==> src/rtl/dispctl_pkg.sv <==
// rtl/dispctl_pkg.sv - shared constants and helpers for the seven-segment scan controller
package dispctl_pkg;

    // All segments off (active-low outputs).
    localparam logic [6:0] SEG_BLANK = 7'h7F;

    // Active-low hex glyphs, bit 0 = segment a .. bit 6 = segment g.
    localparam logic [6:0] SEG_HEX [16] = '{
        7'h40, 7'h79, 7'h24, 7'h30, 7'h19, 7'h12, 7'h02, 7'h78,
        7'h00, 7'h10, 7'h08, 7'h03, 7'h46, 7'h21, 7'h06, 7'h0E
    };

    // Counter width for a 0..n-1 range, never narrower than one bit.
    function automatic int idx_width(input int n);
        return (n > 1) ? $clog2(n) : 1;
    endfunction

endpackage

==> src/rtl/dispctl_scan_if.sv <==
// rtl/dispctl_scan_if.sv - user-side values and display pins of the scan controller
interface dispctl_scan_if #(
    parameter int NDIGITS  = 8,
    parameter int BRIGHT_W = 2
);
    logic [4*NDIGITS-1:0] d;
    logic [NDIGITS-1:0]   dpin;
    logic [NDIGITS-1:0]   blank;
    logic [NDIGITS-1:0]   blink;
    logic [BRIGHT_W-1:0]  bright;
    logic [6:0]           seg;
    logic                 dp;
    logic [NDIGITS-1:0]   an;
    logic                 frame;

    modport master (output d, dpin, blank, blink, bright, input seg, dp, an, frame);
    modport slave  (input d, dpin, blank, blink, bright, output seg, dp, an, frame);
endinterface

==> src/rtl/dispctl_scan_seven_seg.sv <==
// rtl/dispctl_scan_seven_seg.sv - hex nibble to active-low seven-segment decoder
module seven_seg
    import dispctl_pkg::*;
(
    input  logic [3:0] hex_i,
    output logic [6:0] seg_o
);

    assign seg_o = SEG_HEX[hex_i];

endmodule

==> src/rtl/dispctl_scan.sv <==
// rtl/dispctl_scan.sv - PWM-dimmed, frame-snapshotted multiplexed seven-segment scanner (optional DISPCTL_BLINK_EN)
module dispctl_scan
    import dispctl_pkg::*;
#(
    parameter int NDIGITS      = 8,
    parameter int TICK_DIV     = 1000,
    parameter int BRIGHT_W     = 2,
    parameter int BLINK_FRAMES = 64
) (
    input  logic         clk,
    input  logic         reset,
    dispctl_scan_if.slave bus
);

    localparam int IW = idx_width(NDIGITS);
    localparam int TW = idx_width(TICK_DIV);

    typedef enum logic {ST_IDLE, ST_SCAN} state_t;

    state_t               state_q, state_d;
    logic [TW-1:0]        tick_cnt_q;
    logic [BRIGHT_W-1:0]  pwm_q;
    logic [BRIGHT_W-1:0]  bright_s_q;
    logic [IW-1:0]        idx_q;
    logic [4*NDIGITS-1:0] d_s_q;
    logic [NDIGITS-1:0]   dpin_s_q;
    logic [NDIGITS-1:0]   blank_s_q;

    logic [NDIGITS-1:0]   an_q;
    logic [6:0]           seg_q;
    logic                 dp_q;
    logic                 frame_q;

    logic                 tick;
    logic                 slot_end;
    logic                 slot_start;
    logic                 snap;
    logic                 blink_dark;
    logic                 lit;
    logic [3:0]           digit_sel;
    logic [6:0]           seg_dec;

    // Sequencer: one idle cycle after reset opens the first slot, then free-running scan.
    always_comb begin
        state_d    = state_q;
        tick       = 1'b0;
        slot_end   = 1'b0;
        slot_start = 1'b0;
        snap       = 1'b0;
        case (state_q)
            ST_IDLE: begin
                state_d    = ST_SCAN;
                slot_start = 1'b1;
                snap       = 1'b1;
            end
            ST_SCAN: begin
                tick       = (tick_cnt_q == TW'(TICK_DIV - 1));
                slot_end   = tick && (pwm_q == '1);
                slot_start = slot_end;
                snap       = slot_end && (idx_q == IW'(NDIGITS - 1));
            end
            default: state_d = ST_IDLE;
        endcase
    end

    // State register.
    always_ff @(posedge clk or negedge reset) begin
        if (!reset) state_q <= ST_IDLE;
        else        state_q <= state_d;
    end

    // Tick divider, PWM counter (its natural wrap ends a slot) and digit index.
    always_ff @(posedge clk or negedge reset) begin
        if (!reset) begin
            tick_cnt_q <= '0;
            pwm_q      <= '0;
            idx_q      <= '0;
        end else if (state_q == ST_SCAN) begin
            tick_cnt_q <= tick ? '0 : tick_cnt_q + 1'b1;
            if (tick)     pwm_q <= pwm_q + 1'b1;
            if (slot_end) idx_q <= (idx_q == IW'(NDIGITS - 1)) ? '0 : idx_q + 1'b1;
        end
    end

    // Frame shadows keep the displayed values tear-free; brightness is held per slot.
    always_ff @(posedge clk or negedge reset) begin
        if (!reset) begin
            d_s_q      <= '0;
            dpin_s_q   <= '0;
            blank_s_q  <= '0;
            bright_s_q <= '0;
        end else begin
            if (snap) begin
                d_s_q     <= bus.d;
                dpin_s_q  <= bus.dpin;
                blank_s_q <= bus.blank;
            end
            if (slot_start) bright_s_q <= bus.bright;
        end
    end

`ifdef DISPCTL_BLINK_EN
    localparam int FW = idx_width(BLINK_FRAMES);

    logic [FW-1:0]      blink_cnt_q;
    logic               blink_phase_q;
    logic [NDIGITS-1:0] blink_s_q;

    // Blink phase flips every BLINK_FRAMES frames; the startup frame is not counted as a wrap.
    always_ff @(posedge clk or negedge reset) begin
        if (!reset) begin
            blink_cnt_q   <= '0;
            blink_phase_q <= 1'b0;
            blink_s_q     <= '0;
        end else if (snap) begin
            blink_s_q <= bus.blink;
            if (state_q == ST_SCAN) begin
                if (blink_cnt_q == FW'(BLINK_FRAMES - 1)) begin
                    blink_cnt_q   <= '0;
                    blink_phase_q <= ~blink_phase_q;
                end else begin
                    blink_cnt_q <= blink_cnt_q + 1'b1;
                end
            end
        end
    end

    assign blink_dark = blink_s_q[idx_q] & blink_phase_q;
`else
    logic blink_unused;
    assign blink_unused = ^bus.blink;
    assign blink_dark   = 1'b0;
`endif

    assign digit_sel = d_s_q[{idx_q, 2'b00} +: 4];
    assign lit       = (pwm_q < bright_s_q) && !blank_s_q[idx_q] && !blink_dark;

    seven_seg u_dec (
        .hex_i (digit_sel),
        .seg_o (seg_dec)
    );

    // Registered pin drive so an, seg and dp all switch on the same edge.
    always_ff @(posedge clk or negedge reset) begin
        if (!reset) begin
            an_q    <= '1;
            seg_q   <= SEG_BLANK;
            dp_q    <= 1'b1;
            frame_q <= 1'b0;
        end else begin
            an_q    <= lit ? ~(NDIGITS'(1) << idx_q) : '1;
            seg_q   <= lit ? seg_dec : SEG_BLANK;
            dp_q    <= lit ? ~dpin_s_q[idx_q] : 1'b1;
            frame_q <= snap;
        end
    end

    assign bus.an    = an_q;
    assign bus.seg   = seg_q;
    assign bus.dp    = dp_q;
    assign bus.frame = frame_q;

endmodule
==> src/flat_wrapper.sv <==
// flat-port wrapper written by rule: the top's interface ports become plain ports
module dispctl_scan_flat import dispctl_pkg::*;
#(
    parameter int NDIGITS      = 8,
    parameter int TICK_DIV     = 1000,
    parameter int BRIGHT_W     = 2,
    parameter int BLINK_FRAMES = 64
)
  (clk, reset, bus_d, bus_dpin, bus_blank, bus_blink, bus_bright, bus_seg, bus_dp, bus_an, bus_frame);
  dispctl_scan_if #(.NDIGITS(NDIGITS), .BRIGHT_W(BRIGHT_W)) bus_i ();
  input  logic clk;
  input  logic reset;
  input wire logic [$bits(bus_i.d)-1:0] bus_d;
  input wire logic [$bits(bus_i.dpin)-1:0] bus_dpin;
  input wire logic [$bits(bus_i.blank)-1:0] bus_blank;
  input wire logic [$bits(bus_i.blink)-1:0] bus_blink;
  input wire logic [$bits(bus_i.bright)-1:0] bus_bright;
  output wire logic [$bits(bus_i.seg)-1:0] bus_seg;
  output wire logic [$bits(bus_i.dp)-1:0] bus_dp;
  output wire logic [$bits(bus_i.an)-1:0] bus_an;
  output wire logic [$bits(bus_i.frame)-1:0] bus_frame;
  assign bus_i.d = bus_d;
  assign bus_i.dpin = bus_dpin;
  assign bus_i.blank = bus_blank;
  assign bus_i.blink = bus_blink;
  assign bus_i.bright = bus_bright;
  assign bus_seg = bus_i.seg;
  assign bus_dp = bus_i.dp;
  assign bus_an = bus_i.an;
  assign bus_frame = bus_i.frame;
  dispctl_scan #(.NDIGITS(NDIGITS), .TICK_DIV(TICK_DIV), .BRIGHT_W(BRIGHT_W), .BLINK_FRAMES(BLINK_FRAMES)) u_core (.clk(clk), .reset(reset), .bus(bus_i));
endmodule
==> config.mk <==
export PLATFORM = sky130hd
export DESIGN_NAME = dispctl_scan_flat
export DESIGN_NICKNAME = d
export VERILOG_FILES = /design/src/rtl/dispctl_pkg.sv /design/src/rtl/dispctl_scan_if.sv /design/src/rtl/dispctl_scan_seven_seg.sv /design/src/rtl/dispctl_scan.sv /design/src/flat_wrapper.sv
export SDC_FILE = /design/constraint.sdc
export NUM_CORES = 1
export LEC_CHECK = 0
export BUFFER_PORTS_ARGS = -buffer_cell sky130_fd_sc_hd__buf_2
export CAP_MARGIN = 0
export CORE_MARGIN = 2
export CORE_UTILIZATION = 45
export DETAILED_ROUTE_END_ITERATION = 10
export PLACE_DENSITY = 0.67
export RECOVER_POWER = 100
export SLEW_MARGIN = 5
export SYNTH_ARGS = -nofsm -noshare
export SYNTH_HDL_FRONTEND = slang
export SYNTH_SLANG_ARGS = --single-unit
==> constraint.sdc <==
create_clock -name clk -period 4.5 [get_ports clk]
set_clock_uncertainty 0.15 [all_clocks]
set_input_delay 0.675 -clock clk [delete_from_list [all_inputs] [get_ports clk]]
set_output_delay 0.675 -clock clk [all_outputs]
set_load 0.05 [all_outputs]
==> impl_results.md <==
* Initial antenna violation count at 0
* Most frequent cells in the layout: 67 x dfrtp_1, 53 x mux2_2, 50 x buf_2
* Vias in the first global route at between 2,000 and 2,500
* Post-synth EDFFs at 0
* Peak VDD IR at around 210 uV
* Dpl hpwl at 4.83 mm
* Pre-antenna DRT Iters at 4
* Final WL at about 7 mm
* Switch share at 28.9%
* Crit path top cell by count: ha_1
* Dominant synthesized flop cell: dfrtp_1
* Port bufs at 68
* Hold path cells at 1
* Cell Area, Synth at between 0.003 and 0.004 mm2
* Post-Synthesis Cells at between 200 and 300
* Number of I/O pins at 77
* CP Cell Sequence: ha_1 > ha_1 > a31o_1 > mux2_2
* Worst slack, placed at about 1400 ps
* WL/cell at 15.1 um
* Crit path DAT at 3690 ps
* ANT nets after route at 0
* Max-slew violations at around 130
* Clk sink count at 83
* Die Width at ~97 um
* Post-CTS Hold Buffers at 0
* Commonest non-fill, non-tap cell in the layout: dfrtp_1
* Grt total ovfl at 0
* Total power at between 0.0015 and 0.002 W
* Hold Path Class: reg2reg
* Final hold vios at 0
* Clock Latency Late Sink at between 300 and 400 ps
* Fraction of registers with async set/reset at between 90% and 100%
* N_diodes at 0
* Violated checks: capacitance limit, slew limit
* Internal power at roughly 0.0012 W
* RSZ-0062 raised after global routing: no
* Cts repair resizes at 0
* Final worst-path cycle share at around four fifths
* Slowest cell delay on critical path at roughly 1600 ps
* Switching power at roughly 0.00047 W
* Final worst slack at 888 ps
* Post-route insts no fill at 462
* Pin count of the biggest net entering global routing at between 80 and 90
* Max Root-Sink Buffers at 2
* Vias at roughly 2,400
* Combinational Power Share at around 16%
* Net Count, Synth at between 300 and 400
* Max_cap viols at 2
* Fin util at roughly 53%
* Layout area overhead at 12.6%
* Core region area at between 0.008 and 0.009 mm2
* Iteration-0 DRC Markers at between 100 and 150
* Row cnt at 33
* Status: finished with violations
* Post-route minimum period at approximately 3600 ps
* Post-CTS Setup Inserts at 0
* Reg2Reg Setup Slack at slightly below 900 ps
* FF+latch count, synth at between 80 and 90
* Startpoint types: flip-flop
* Ys Warns at 0
* CTS tree: yes
* Distinct cells, synth at 46
* Crit path capture type: flip-flop
* Syn_area_per_cell at 13.7 um2
* Sequential Power Share at a little over half
* Critical Path Slowest Stage Cell: a31o_1
* First-pass GRT wire length at ~12 mm
* DRC viols at 0
* Worst Path Max Fanout at 49
* Fillers at 763
* Clk pwr share at 29.3%
* Post-synthesis sequential area ratio at ~54%
* H-tree levels at 3
* CTS root buf: clkbuf_8
* Slew at the pin closest to its max-slew limit at ~2100 ps
* Placed cell count at approximately 450
* Slew margin rel. at -39.9%
* Starting Density at a little under half
* Layout Nets at 427
* Share of post-route cells with drive strength above 1 at between 40% and 50%
* Fmax at between 200 and 300 MHz
* Vias/cell at between 5 and 6
* DIE HEIGHT at 97.1 um
* Finish-stage setup viols at 0
* Cell count of the worst reg-to-reg path at 4
* Crit Path Category: reg2reg
* GP Congestion at 0.703
* Leak pwr at a little under 2 nW
* Pwr/cell area at between 300 and 400 mW/mm2
* Worst Path Required at between 4000 and 5000 ps
* Total global-route track usage at 15.6%
* Die ar. at ~0.0094 mm2
* Setup TNS at 0 ps
* Clock slew at the register clock pins of the worst setup and hold paths at 90 ps
* CTS buffer count at 9
Yosys cell counts, drive strengths merged, types with 2 or more instances:
library cell / number / share of area (%)
o21ai: 4 / 0.51
nor3: 5 / 0.64
inv: 10 / 0.96
xnor2: 7 / 1.6
nand2: 25 / 2.4
mux2: 55 / 16
ha: 15 / 4.8
buf: 12 / 2.9
mux2i: 5 / 1.3
nand4: 3 / 0.64
nor2: 9 / 0.87
nand2b: 5 / 0.80
nand3: 3 / 0.38
o221ai: 4 / 0.90
dfstp: 16 / 11
nor4: 2 / 0.71
a211oi: 2 / 0.38
dfrtp: 67 / 43
a21oi: 4 / 0.51
and3: 5 / 0.93
mux4: 10 / 5.8
o31ai: 2 / 0.51
registers in the layout (all words and copies together), names as in the netlist:
signal             flops
u_core.pwm_q           2
u_core.dpin_s_q        8
u_core.blank_s_q       8
u_core.tick_cnt_q     10
u_core.bright_s_q      2
u_core.d_s_q          32
u_core.bus.seg         7
u_core.bus.an          8
u_core.bus.dp          1
u_core.bus.frame       1
u_core.idx_q           3
u_core.state_q         1
per-layer routing:
layer	track usage [%]	share of wire [%]
met1	20.8	48
met2	24.0	45
met3	6.55	6.5
met4	3.47	0.93
met5	0	0
final timing paths:
| check | start | to |
|---|---|---|
| hold / removal | u_core.pwm_q[0] | u_core.pwm_q[0] |
| max in group asynchronous | reset | u_core.d_s_q[10] |
| setup / recovery | u_core.idx_q[0] | u_core.d_s_q[13] |
| min in group asynchronous | reset | u_core.tick_cnt_q[2] |
| setup reg to reg | u_core.idx_q[0] | u_core.d_s_q[13] |
| hold reg to reg | u_core.pwm_q[0] | u_core.pwm_q[0] |
power by group through the flow:
stage | combinational, W | sequential [W] | clock (W)
after floorplan | 0.000161 | 0.000935 | 0
after global placement | 0.000263 | 0.000900 | 0
after detailed placement | 0.000270 | 0.000904 | 0
after CTS | 0.000271 | 0.000889 | 0.000496
after global routing | 0.000288 | 0.000901 | 0.000528
final | 0.000263 | 0.000889 | 0.000477
cell type report:
type | instances | area [um2] | area share, %
clock buffer | 9 | 124 | 2.82
multi-input combinational | 179 | 1630 | 37.1
inverter | 10 | 37.5 | 0.855
timing repair buffer | 69 | 323 | 7.35
tap | 105 | 131 | 2.99
clock inverter | 7 | 51.3 | 1.17
sequential | 83 | 2100 | 47.7
cell families after synthesis:
kind of cell | after synthesis | share of synthesized area (%)
multiplexers | 70 | 22.9
AO/OA/AOI/OAI | 23 | 4.49
flip-flops | 83 | 53.8
XOR/XNOR | 8 | 1.80
buffers and inverters | 22 | 3.85
other | 1 | 0.0962
AND/OR/NAND/NOR | 62 | 8.25
adder cells (fa/ha/maj) | 15 | 4.81
per-stage QoR:
stage	hold WS (ps)	cell area [um2]
6_report	356	4390
5_1_grt	365	4390
4_1_cts	357	4440
3_5_place_dp	339	4270
3_3_place_gp	328	4270
2_1_floorplan	229	3900
critical path, delay by kind of cell (launching register included):
kind,cells,cell delay (ps)
adders and majority gates,2,510
muxes,1,450
DFF,1,780
AOI/OAI and AO/OA,1,1570
No activity file was read; power rests on OpenSTA's default activity.
